### src/rtl/tlb_maint_ctrl_pkg.sv
// tlb_maint_ctrl_pkg
// Shared types and constants for the TLB maintenance controller: request op
// encodings, FSM state encoding, TLB entry field layout and the invtlb opcode
// validity helper.
package tlb_maint_ctrl_pkg;

  localparam int unsigned ENTRY_W = 89;

  // Page size (log2) of a huge page; huge pages compare only vppn[18:9].
  localparam logic [5:0] PS_HUGE = 6'd21;

  // Highest invtlb opcode that performs a scan; anything above raises ine.
  localparam logic [4:0] INV_OP_MAX = 5'd6;

  typedef enum logic [1:0] {
    OpWr   = 2'd0,
    OpFill = 2'd1,
    OpInv  = 2'd2
  } req_op_e;

  typedef enum logic [1:0] {
    StIdle  = 2'd0,
    StWrite = 2'd1,
    StScan  = 2'd2,
    StDone  = 2'd3
  } state_e;

  typedef struct packed {
    logic        e;
    logic [18:0] vppn;
    logic [5:0]  ps;
    logic [9:0]  asid;
    logic        g;
    logic [19:0] ppn0;
    logic [1:0]  plv0;
    logic [1:0]  mat0;
    logic        d0;
    logic        v0;
    logic [19:0] ppn1;
    logic [1:0]  plv1;
    logic [1:0]  mat1;
    logic        d1;
    logic        v1;
  } tlb_entry_t;

  function automatic logic inv_op_valid(input logic [4:0] op);
    return op <= INV_OP_MAX;
  endfunction

endpackage

### src/rtl/tlb_maint_ctrl_if.sv
// tlb_maint_ctrl_if
// Bundles the maintenance request handshake (writeback side) and the TLB
// read/write port (array side) of the maintenance controller.
//   master : drives requests and TLB read data (writeback stage + TLB array)
//   slave  : the controller itself
interface tlb_maint_ctrl_if
  import tlb_maint_ctrl_pkg::*;
#(
  parameter int unsigned TLBNUM = 16,
  parameter int unsigned IDXW   = $clog2(TLBNUM)
) ();

  // Request side
  logic               req_valid;
  logic               req_ready;
  logic [1:0]         req_op;
  logic [IDXW-1:0]    req_index;
  logic [ENTRY_W-1:0] req_entry;
  logic [4:0]         inv_op;
  logic [9:0]         inv_asid;
  logic [18:0]        inv_vppn;

  // TLB array side
  logic [IDXW-1:0]    r_index;
  logic [ENTRY_W-1:0] r_entry;
  logic               we;
  logic [IDXW-1:0]    w_index;
  logic [ENTRY_W-1:0] w_entry;

  // Status
  logic               busy;
  logic               done;
  logic               ine;

  modport master (
    output req_valid, req_op, req_index, req_entry, inv_op, inv_asid, inv_vppn, r_entry,
    input  req_ready, r_index, we, w_index, w_entry, busy, done, ine
  );

  modport slave (
    input  req_valid, req_op, req_index, req_entry, inv_op, inv_asid, inv_vppn, r_entry,
    output req_ready, r_index, we, w_index, w_entry, busy, done, ine
  );

endinterface

### src/rtl/tlb_inv_match.sv
// tlb_inv_match
// Combinational invtlb match of one TLB entry against the latched invtlb
// opcode / ASID / VA. Only valid entries (e=1) can match.
//   i_e, i_g, i_asid, i_vppn, i_ps : fields of the entry being scanned
//   i_inv_op, i_inv_asid, i_inv_vppn : invtlb operands
//   o_match : entry must be invalidated
module tlb_inv_match
  import tlb_maint_ctrl_pkg::*;
(
  input  logic        i_e,
  input  logic        i_g,
  input  logic [9:0]  i_asid,
  input  logic [18:0] i_vppn,
  input  logic [5:0]  i_ps,
  input  logic [4:0]  i_inv_op,
  input  logic [9:0]  i_inv_asid,
  input  logic [18:0] i_inv_vppn,
  output logic        o_match
);

  logic w_asid_hit;
  logic w_va_hit;

  assign w_asid_hit = (i_asid == i_inv_asid);
  // Huge pages ignore the low vppn bits that fall inside the page.
  assign w_va_hit   = (i_ps == PS_HUGE) ? (i_vppn[18:9] == i_inv_vppn[18:9])
                                        : (i_vppn == i_inv_vppn);

  always_comb begin
    o_match = 1'b0;
    if (i_e) begin
      case (i_inv_op)
        5'd0, 5'd1: o_match = 1'b1;
        5'd2:       o_match = i_g;
        5'd3:       o_match = ~i_g;
        5'd4:       o_match = ~i_g & w_asid_hit;
        5'd5:       o_match = ~i_g & w_asid_hit & w_va_hit;
        5'd6:       o_match = (i_g | w_asid_hit) & w_va_hit;
        default:    o_match = 1'b0;
      endcase
    end
  end

endmodule

### src/rtl/tlb_maint_ctrl.sv
// tlb_maint_ctrl
// Executes TLB maintenance requests from writeback:
//   WR   : write req_entry at req_index
//   FILL : write req_entry at a pseudo-random index (free-running counter)
//   INV  : scan every entry and clear e on those matching the invtlb operands;
//          opcodes above 6 complete immediately with ine=1
// Ports:
//   clk, rstn : clock, synchronous active-low reset
//   bus       : request handshake, TLB read/write port, busy/done/ine status
module tlb_maint_ctrl
  import tlb_maint_ctrl_pkg::*;
#(
  parameter int unsigned TLBNUM = 16,
  parameter int unsigned IDXW   = $clog2(TLBNUM)
) (
  input logic              clk,
  input logic              rstn,
  tlb_maint_ctrl_if.slave  bus
);

  localparam logic [IDXW-1:0] LastIdx = IDXW'(TLBNUM - 1);

  state_e          r_state;
  logic [IDXW-1:0] r_scan_idx;
  logic [IDXW-1:0] r_fill_cnt;
  logic [IDXW-1:0] r_req_index;
  tlb_entry_t      r_req_entry;
  logic [4:0]      r_inv_op;
  logic [9:0]      r_inv_asid;
  logic [18:0]     r_inv_vppn;
  logic            r_req_ready;
  logic            r_busy;
  logic            r_done;
  logic            r_ine;

  tlb_entry_t      w_rd_entry;
  tlb_entry_t      w_clr_entry;
  logic            w_match;

  assign w_rd_entry = bus.r_entry;

  always_comb begin
    w_clr_entry   = w_rd_entry;
    w_clr_entry.e = 1'b0;
  end

  tlb_inv_match u_inv_match (
    .i_e        (w_rd_entry.e),
    .i_g        (w_rd_entry.g),
    .i_asid     (w_rd_entry.asid),
    .i_vppn     (w_rd_entry.vppn),
    .i_ps       (w_rd_entry.ps),
    .i_inv_op   (r_inv_op),
    .i_inv_asid (r_inv_asid),
    .i_inv_vppn (r_inv_vppn),
    .o_match    (w_match)
  );

  // FSM with registered status outputs; done/ine are one-cycle pulses that
  // are set on entry to StDone and dropped by default on the next edge.
  always_ff @(posedge clk) begin
    if (!rstn) begin
      r_state     <= StIdle;
      r_scan_idx  <= '0;
      r_fill_cnt  <= '0;
      r_req_index <= '0;
      r_req_entry <= '0;
      r_inv_op    <= '0;
      r_inv_asid  <= '0;
      r_inv_vppn  <= '0;
      r_req_ready <= 1'b1;
      r_busy      <= 1'b0;
      r_done      <= 1'b0;
      r_ine       <= 1'b0;
    end else begin
      r_fill_cnt <= r_fill_cnt + IDXW'(1);
      r_done     <= 1'b0;
      r_ine      <= 1'b0;
      unique case (r_state)
        StIdle: begin
          if (bus.req_valid) begin
            r_req_index <= (bus.req_op == OpFill) ? r_fill_cnt : bus.req_index;
            r_req_entry <= bus.req_entry;
            r_inv_op    <= bus.inv_op;
            r_inv_asid  <= bus.inv_asid;
            r_inv_vppn  <= bus.inv_vppn;
            r_req_ready <= 1'b0;
            r_busy      <= 1'b1;
            if (bus.req_op == OpWr || bus.req_op == OpFill) begin
              r_state <= StWrite;
            end else if (bus.req_op == OpInv && inv_op_valid(bus.inv_op)) begin
              r_state    <= StScan;
              r_scan_idx <= '0;
            end else begin
              // Invalid invtlb opcode, or the unused op encoding (no ine).
              r_state <= StDone;
              r_done  <= 1'b1;
              r_ine   <= (bus.req_op == OpInv);
            end
          end
        end
        StWrite: begin
          r_state <= StDone;
          r_done  <= 1'b1;
        end
        StScan: begin
          if (r_scan_idx == LastIdx) begin
            r_state    <= StDone;
            r_done     <= 1'b1;
            r_scan_idx <= '0;
          end else begin
            r_scan_idx <= r_scan_idx + IDXW'(1);
          end
        end
        StDone: begin
          r_state     <= StIdle;
          r_req_ready <= 1'b1;
          r_busy      <= 1'b0;
        end
        default: begin
          r_state     <= StIdle;
          r_req_ready <= 1'b1;
          r_busy      <= 1'b0;
        end
      endcase
    end
  end

  // TLB port. The scan write depends on the combinational read data, so it
  // cannot be registered. Writes are suppressed while reset is asserted so a
  // reset landing mid-scan cannot corrupt the array on that edge.
  always_comb begin
    bus.we      = 1'b0;
    bus.w_index = '0;
    bus.w_entry = '0;
    bus.r_index = '0;
    unique case (r_state)
      StWrite: begin
        bus.we      = rstn;
        bus.w_index = r_req_index;
        bus.w_entry = r_req_entry;
      end
      StScan: begin
        bus.r_index = r_scan_idx;
        bus.w_index = r_scan_idx;
        bus.w_entry = w_clr_entry;
        bus.we      = rstn & w_match;
      end
      default: begin
      end
    endcase
  end

  assign bus.req_ready = r_req_ready;
  assign bus.busy      = r_busy;
  assign bus.done      = r_done;
  assign bus.ine       = r_ine;

endmodule

### src/flat_wrapper.sv
// flat-port wrapper written by rule: the top's interface ports become plain ports
module tlb_maint_ctrl_flat import tlb_maint_ctrl_pkg::*;
#(
  parameter int unsigned TLBNUM = 16,
  parameter int unsigned IDXW   = $clog2(TLBNUM)
)
  (clk, rstn, bus_req_valid, bus_req_op, bus_req_index, bus_req_entry, bus_inv_op, bus_inv_asid, bus_inv_vppn, bus_r_entry, bus_req_ready, bus_r_index, bus_we, bus_w_index, bus_w_entry, bus_busy, bus_done, bus_ine);
  tlb_maint_ctrl_if #(.TLBNUM(TLBNUM), .IDXW(IDXW)) bus_i ();
  input logic clk;
  input logic rstn;
  input wire logic [$bits(bus_i.req_valid)-1:0] bus_req_valid;
  input wire logic [$bits(bus_i.req_op)-1:0] bus_req_op;
  input wire logic [$bits(bus_i.req_index)-1:0] bus_req_index;
  input wire logic [$bits(bus_i.req_entry)-1:0] bus_req_entry;
  input wire logic [$bits(bus_i.inv_op)-1:0] bus_inv_op;
  input wire logic [$bits(bus_i.inv_asid)-1:0] bus_inv_asid;
  input wire logic [$bits(bus_i.inv_vppn)-1:0] bus_inv_vppn;
  input wire logic [$bits(bus_i.r_entry)-1:0] bus_r_entry;
  output wire logic [$bits(bus_i.req_ready)-1:0] bus_req_ready;
  output wire logic [$bits(bus_i.r_index)-1:0] bus_r_index;
  output wire logic [$bits(bus_i.we)-1:0] bus_we;
  output wire logic [$bits(bus_i.w_index)-1:0] bus_w_index;
  output wire logic [$bits(bus_i.w_entry)-1:0] bus_w_entry;
  output wire logic [$bits(bus_i.busy)-1:0] bus_busy;
  output wire logic [$bits(bus_i.done)-1:0] bus_done;
  output wire logic [$bits(bus_i.ine)-1:0] bus_ine;
  assign bus_i.req_valid = bus_req_valid;
  assign bus_i.req_op = bus_req_op;
  assign bus_i.req_index = bus_req_index;
  assign bus_i.req_entry = bus_req_entry;
  assign bus_i.inv_op = bus_inv_op;
  assign bus_i.inv_asid = bus_inv_asid;
  assign bus_i.inv_vppn = bus_inv_vppn;
  assign bus_i.r_entry = bus_r_entry;
  assign bus_req_ready = bus_i.req_ready;
  assign bus_r_index = bus_i.r_index;
  assign bus_we = bus_i.we;
  assign bus_w_index = bus_i.w_index;
  assign bus_w_entry = bus_i.w_entry;
  assign bus_busy = bus_i.busy;
  assign bus_done = bus_i.done;
  assign bus_ine = bus_i.ine;
  tlb_maint_ctrl #(.TLBNUM(TLBNUM), .IDXW(IDXW)) u_core (.clk(clk), .rstn(rstn), .bus(bus_i));
endmodule
### config.mk
export PLATFORM = sky130hd
export DESIGN_NAME = tlb_maint_ctrl_flat
export DESIGN_NICKNAME = d
export VERILOG_FILES = /design/src/rtl/tlb_maint_ctrl_pkg.sv /design/src/rtl/tlb_maint_ctrl_if.sv /design/src/rtl/tlb_inv_match.sv /design/src/rtl/tlb_maint_ctrl.sv /design/src/flat_wrapper.sv
export SDC_FILE = /design/constraint.sdc
export NUM_CORES = 1
export LEC_CHECK = 0
export ABC_AREA = 1
export CAP_MARGIN = 40
export CORE_ASPECT_RATIO = 1.75
export CORE_UTILIZATION = 42
export CTS_CLUSTER_SIZE = 30
export DETAILED_ROUTE_END_ITERATION = 10
export PLACE_DENSITY = 0.81
export SETUP_SLACK_MARGIN = 0.5
export SYNTH_ARGS = -nofsm -noshare
export SYNTH_HDL_FRONTEND = slang
export SYNTH_SLANG_ARGS = --single-unit
### constraint.sdc
create_clock -name clk -period 2.4 [get_ports clk]
set_clock_uncertainty 0.05 [all_clocks]
set_input_delay 0.6 -clock clk [delete_from_list [all_inputs] [get_ports clk]]
set_output_delay 0.6 -clock clk [all_outputs]
set_load 0.01 [all_outputs]
==> impl_results.md <==
- GRT Util Overall: 33.9%
- Vias: 9431
- Hold Vio Cnt, Final: 0
- Synth unique cells: 29
- Reg2Reg Launch Point: u_core.r_state[0]$_SDFFE_PN0P_
- MaxCap Viol Count: 0
- Clk Latency, worst-skew pair: 0.42 ns
- Commonest non-fill, non-tap cell in the layout: nor2_1
- Worst EP required: 1.75 ns
- PnR worst setup slack: -0.170 ns
- Worst slew margin: 53.6%
- Period utilisation layout: 107%
- Synth Net Count: 1306
- Die X-Extent: 99.0 um
- Max Slew Vio Count: 0
- Placer Congestion: 0.896
- Hold crit path type: register to register
- R2R cell count: 7
- Fin Hold WS: 0.423 ns
- Area after DPL: 11200 um^2
- Placed insts: 1566
- Critical path endpoint category: output pin
- Buffers on Ports: 322
- Post-layout nets: 1701
- Yosys reg bits: 141
- Ranking of synthesized cells by area: dfxtp_1 41%, nand2_1 14%, nor2_1 13%
- Share of the synthesized area in the top cell type: 40.8%
- Initial drt markers: 662
- Power density cells: 1100 nW/um^2
- Most frequent cells in the layout: 230 x nor2_1, 185 x clkdlybuf4s50_1, 135 x dfxtp_1
- Hold-fix buffers at CTS: 0
- Sink Count: 141
- Final Core Density: 84.9%
- Worst-case hold path end point: u_core.r_inv_vppn[11]$_SDFFE_PN0P_
- CP arrival: 1.92 ns
- R2r endpoint: u_core.r_req_entry[9]$_SDFFE_PN0P_
- Initial antenna violation count: 3
- Max Fclk: 0.389 GHz
- # DRC: 0
- Detailed placement HPWL: 18900 um
- Final instance area: 13600 um^2
- R2r setup slk: 0.37 ns
- Hold Path Stages: 2
- Synthesized area per cell: 6.42 um^2
- GRT Residual Overflow: 0
- Clock Path Buffers: 2
- RSZ-0062 raised after global routing: yes
- P_leak: 5.83 nW
- Vias in the first global route: 8601
- Multi-input logic area: 4960 um^2
- Vias per cell: 5.63
- Dpl ws: -0.954 ns
- Cell count after synthesis: 1078
- Post-synthesis sequential area ratio: 40.8%
- Layout Cells excl Fill: 1675
- Hold_sp: u_core.r_inv_vppn[11]$_SDFFE_PN0P_
- Die ar.: 17000 um^2
- Final setup violation count: 87
- CTS Buf Count: 17
- Status: complete, but fails checks
- Largest net degree at the start of global routing: 81
- Yosys top cell by area: dfxtp_1
- Startpoint types: register
- CTS tree: done
- CP Class: register to output pin
- Violated checks: setup timing
- 1st-pass router iterations: 7
- Initial Util: 43.2%
- Antenna-violating nets left: 0
- Core Area: 16000 um^2
- Storage cell area: 2840 um^2
- Area delta synth->final: 96.8%
- Site Rows: 61
- First-pass GRT wire length: 43900 um
- # fillers: 869
- Tightest Pin Transition: 0.696 ns
- Drt total wl: 35200 um
- Io pins: 323
- Worst-path clk slew: 0.06 ns
- Die Height: 172 um
- Crit path max fanout: 6
- Root Buffer: clkbuf_16
- Max VDD drop: 0.615 mV
- Share of cells above drive strength 1: 36.3%
- Min Tclk post-route: 2.57 ns
- H-Tree Depth: 4
- Routed length per instance: 21.0 um
- Ys Warns: 0
- Mapped cell area: 6920 um^2
## synthesized netlist by cell type (all sizes together)
| cell type | n |
|---|---|
| o211ai | 4 |
| xnor2 | 9 |
| nand3 | 18 |
| clkinv | 1 |
| nand4 | 2 |
| o22ai | 1 |
| xor2 | 7 |
| dfxtp | 141 |
| a211oi | 2 |
| a21oi | 119 |
| nor2 | 241 |
| a221oi | 2 |
| inv | 57 |
| ha | 7 |
| nand2 | 255 |
| clkbuf | 50 |
| o21ai | 134 |
| nor4 | 1 |
| buf | 23 |
| o211a | 1 |
| nor3 | 3 |
## per-layer routing
layer  up-vias  global-route usage [%]  wire length (um)
li1       4235                       -                 -
met1      4440                    32.8             11200
met2       565                    63.7             18300
met3       189                    8.29              3200
met4         2                    20.8              2510
met5         -                       0                13
## flip-flops by register name, summed over array words and instances (netlist names)
signal	count
u_core.bus.req_ready	1
u_core.bus.ine	1
u_core.r_scan_idx	4
u_core.r_state	2
u_core.r_inv_vppn	19
u_core.bus.busy	1
u_core.r_req_index	4
u_core.r_fill_cnt	4
u_core.r_inv_op	5
u_core.bus.done	1
u_core.r_req_entry	89
u_core.r_inv_asid	10
## worst max-delay path, stage by stage, from the launching register on
cell     delay (ns)
dfxtp_4        0.38
buf_6          0.11
ha_4           0.16
buf_6          0.11
buf_12         0.12
buf_16         0.13
buf_12         0.12
nand2_4        0.06
a21oi_2        0.15
buf_2          0.16
## power by group
part           leakage, nW  internal [mW]  switching, mW
clock                0.276           1.64           1.10
combinational         4.39           4.20           4.54
sequential            1.17           2.99          0.497
total                 5.83           8.83           6.13
## how the worst max path moves through the flow
| stage | slack [ns] | endpoint | startpoint | depth (start not counted) |
|---|---|---|---|---|
| floorplan | 0.40 | bus_we | bus_r_entry[59] | 12 |
| global placement | -0.95 | bus_we | bus_r_entry[74] | 12 |
| detailed placement | -0.95 | bus_we | bus_r_entry[59] | 14 |
| CTS | -0.12 | bus_we | u_core.r_inv_op[2]$_SDFFE_PN0P_ | 11 |
| global route | -0.23 | bus_w_entry[10] | u_core.r_state[0]$_SDFFE_PN0P_ | 7 |
| finish | -0.17 | bus_w_entry[25] | u_core.r_state[1]$_SDFFE_PN0P_ | 9 |
## repair_timing
item / in CTS / in global routing
setup endpoints to repair: 102 / 102
gates resized for setup: 631 / 213
pin swaps: 40 / 69
setup buffers: 36 / 19
gates cloned: 14 / 8
## layout make-up
cell class / instances / share of cell area (%)
Clock inverter: 12 / 1.20
Sequential cell: 141 / 20.8
Clock buffer: 18 / 3.15
Antenna cell: 2 / 0.0368
Timing Repair Buffer: 448 / 34.7
Timing Repair inverter: 1 / 0.0827
Tap cell: 189 / 1.74
Multi-Input combinational cell: 806 / 36.4
Inverter: 58 / 1.86
## through the flow
step | power [mW] | setup TNS [ns]
final | 15.0 | -5.08
after floorplan | 6.72 | 0
after global placement | 8.66 | -8.24
after detailed placement | 8.76 | -8.91
after CTS | 13.3 | -1.86
after global routing | 15.5 | -9.25
## cells by family (layout without fill, tap and decap cells)
| logic type | after synthesis | in the layout | share of synthesized area [%] |
|---|---|---|---|
| xor+xnor | 16 | 16 | 2.03 |
| simple gates | 520 | 520 | 29.1 |
| fa+ha+maj | 7 | 7 | 1.27 |
| other cells | 0 | 2 | 0 |
| buf+inv | 131 | 537 | 7.33 |
| compound gates | 263 | 263 | 19.5 |
| flops | 141 | 141 | 40.8 |
Note: power is estimated with default switching activity, not from simulation.
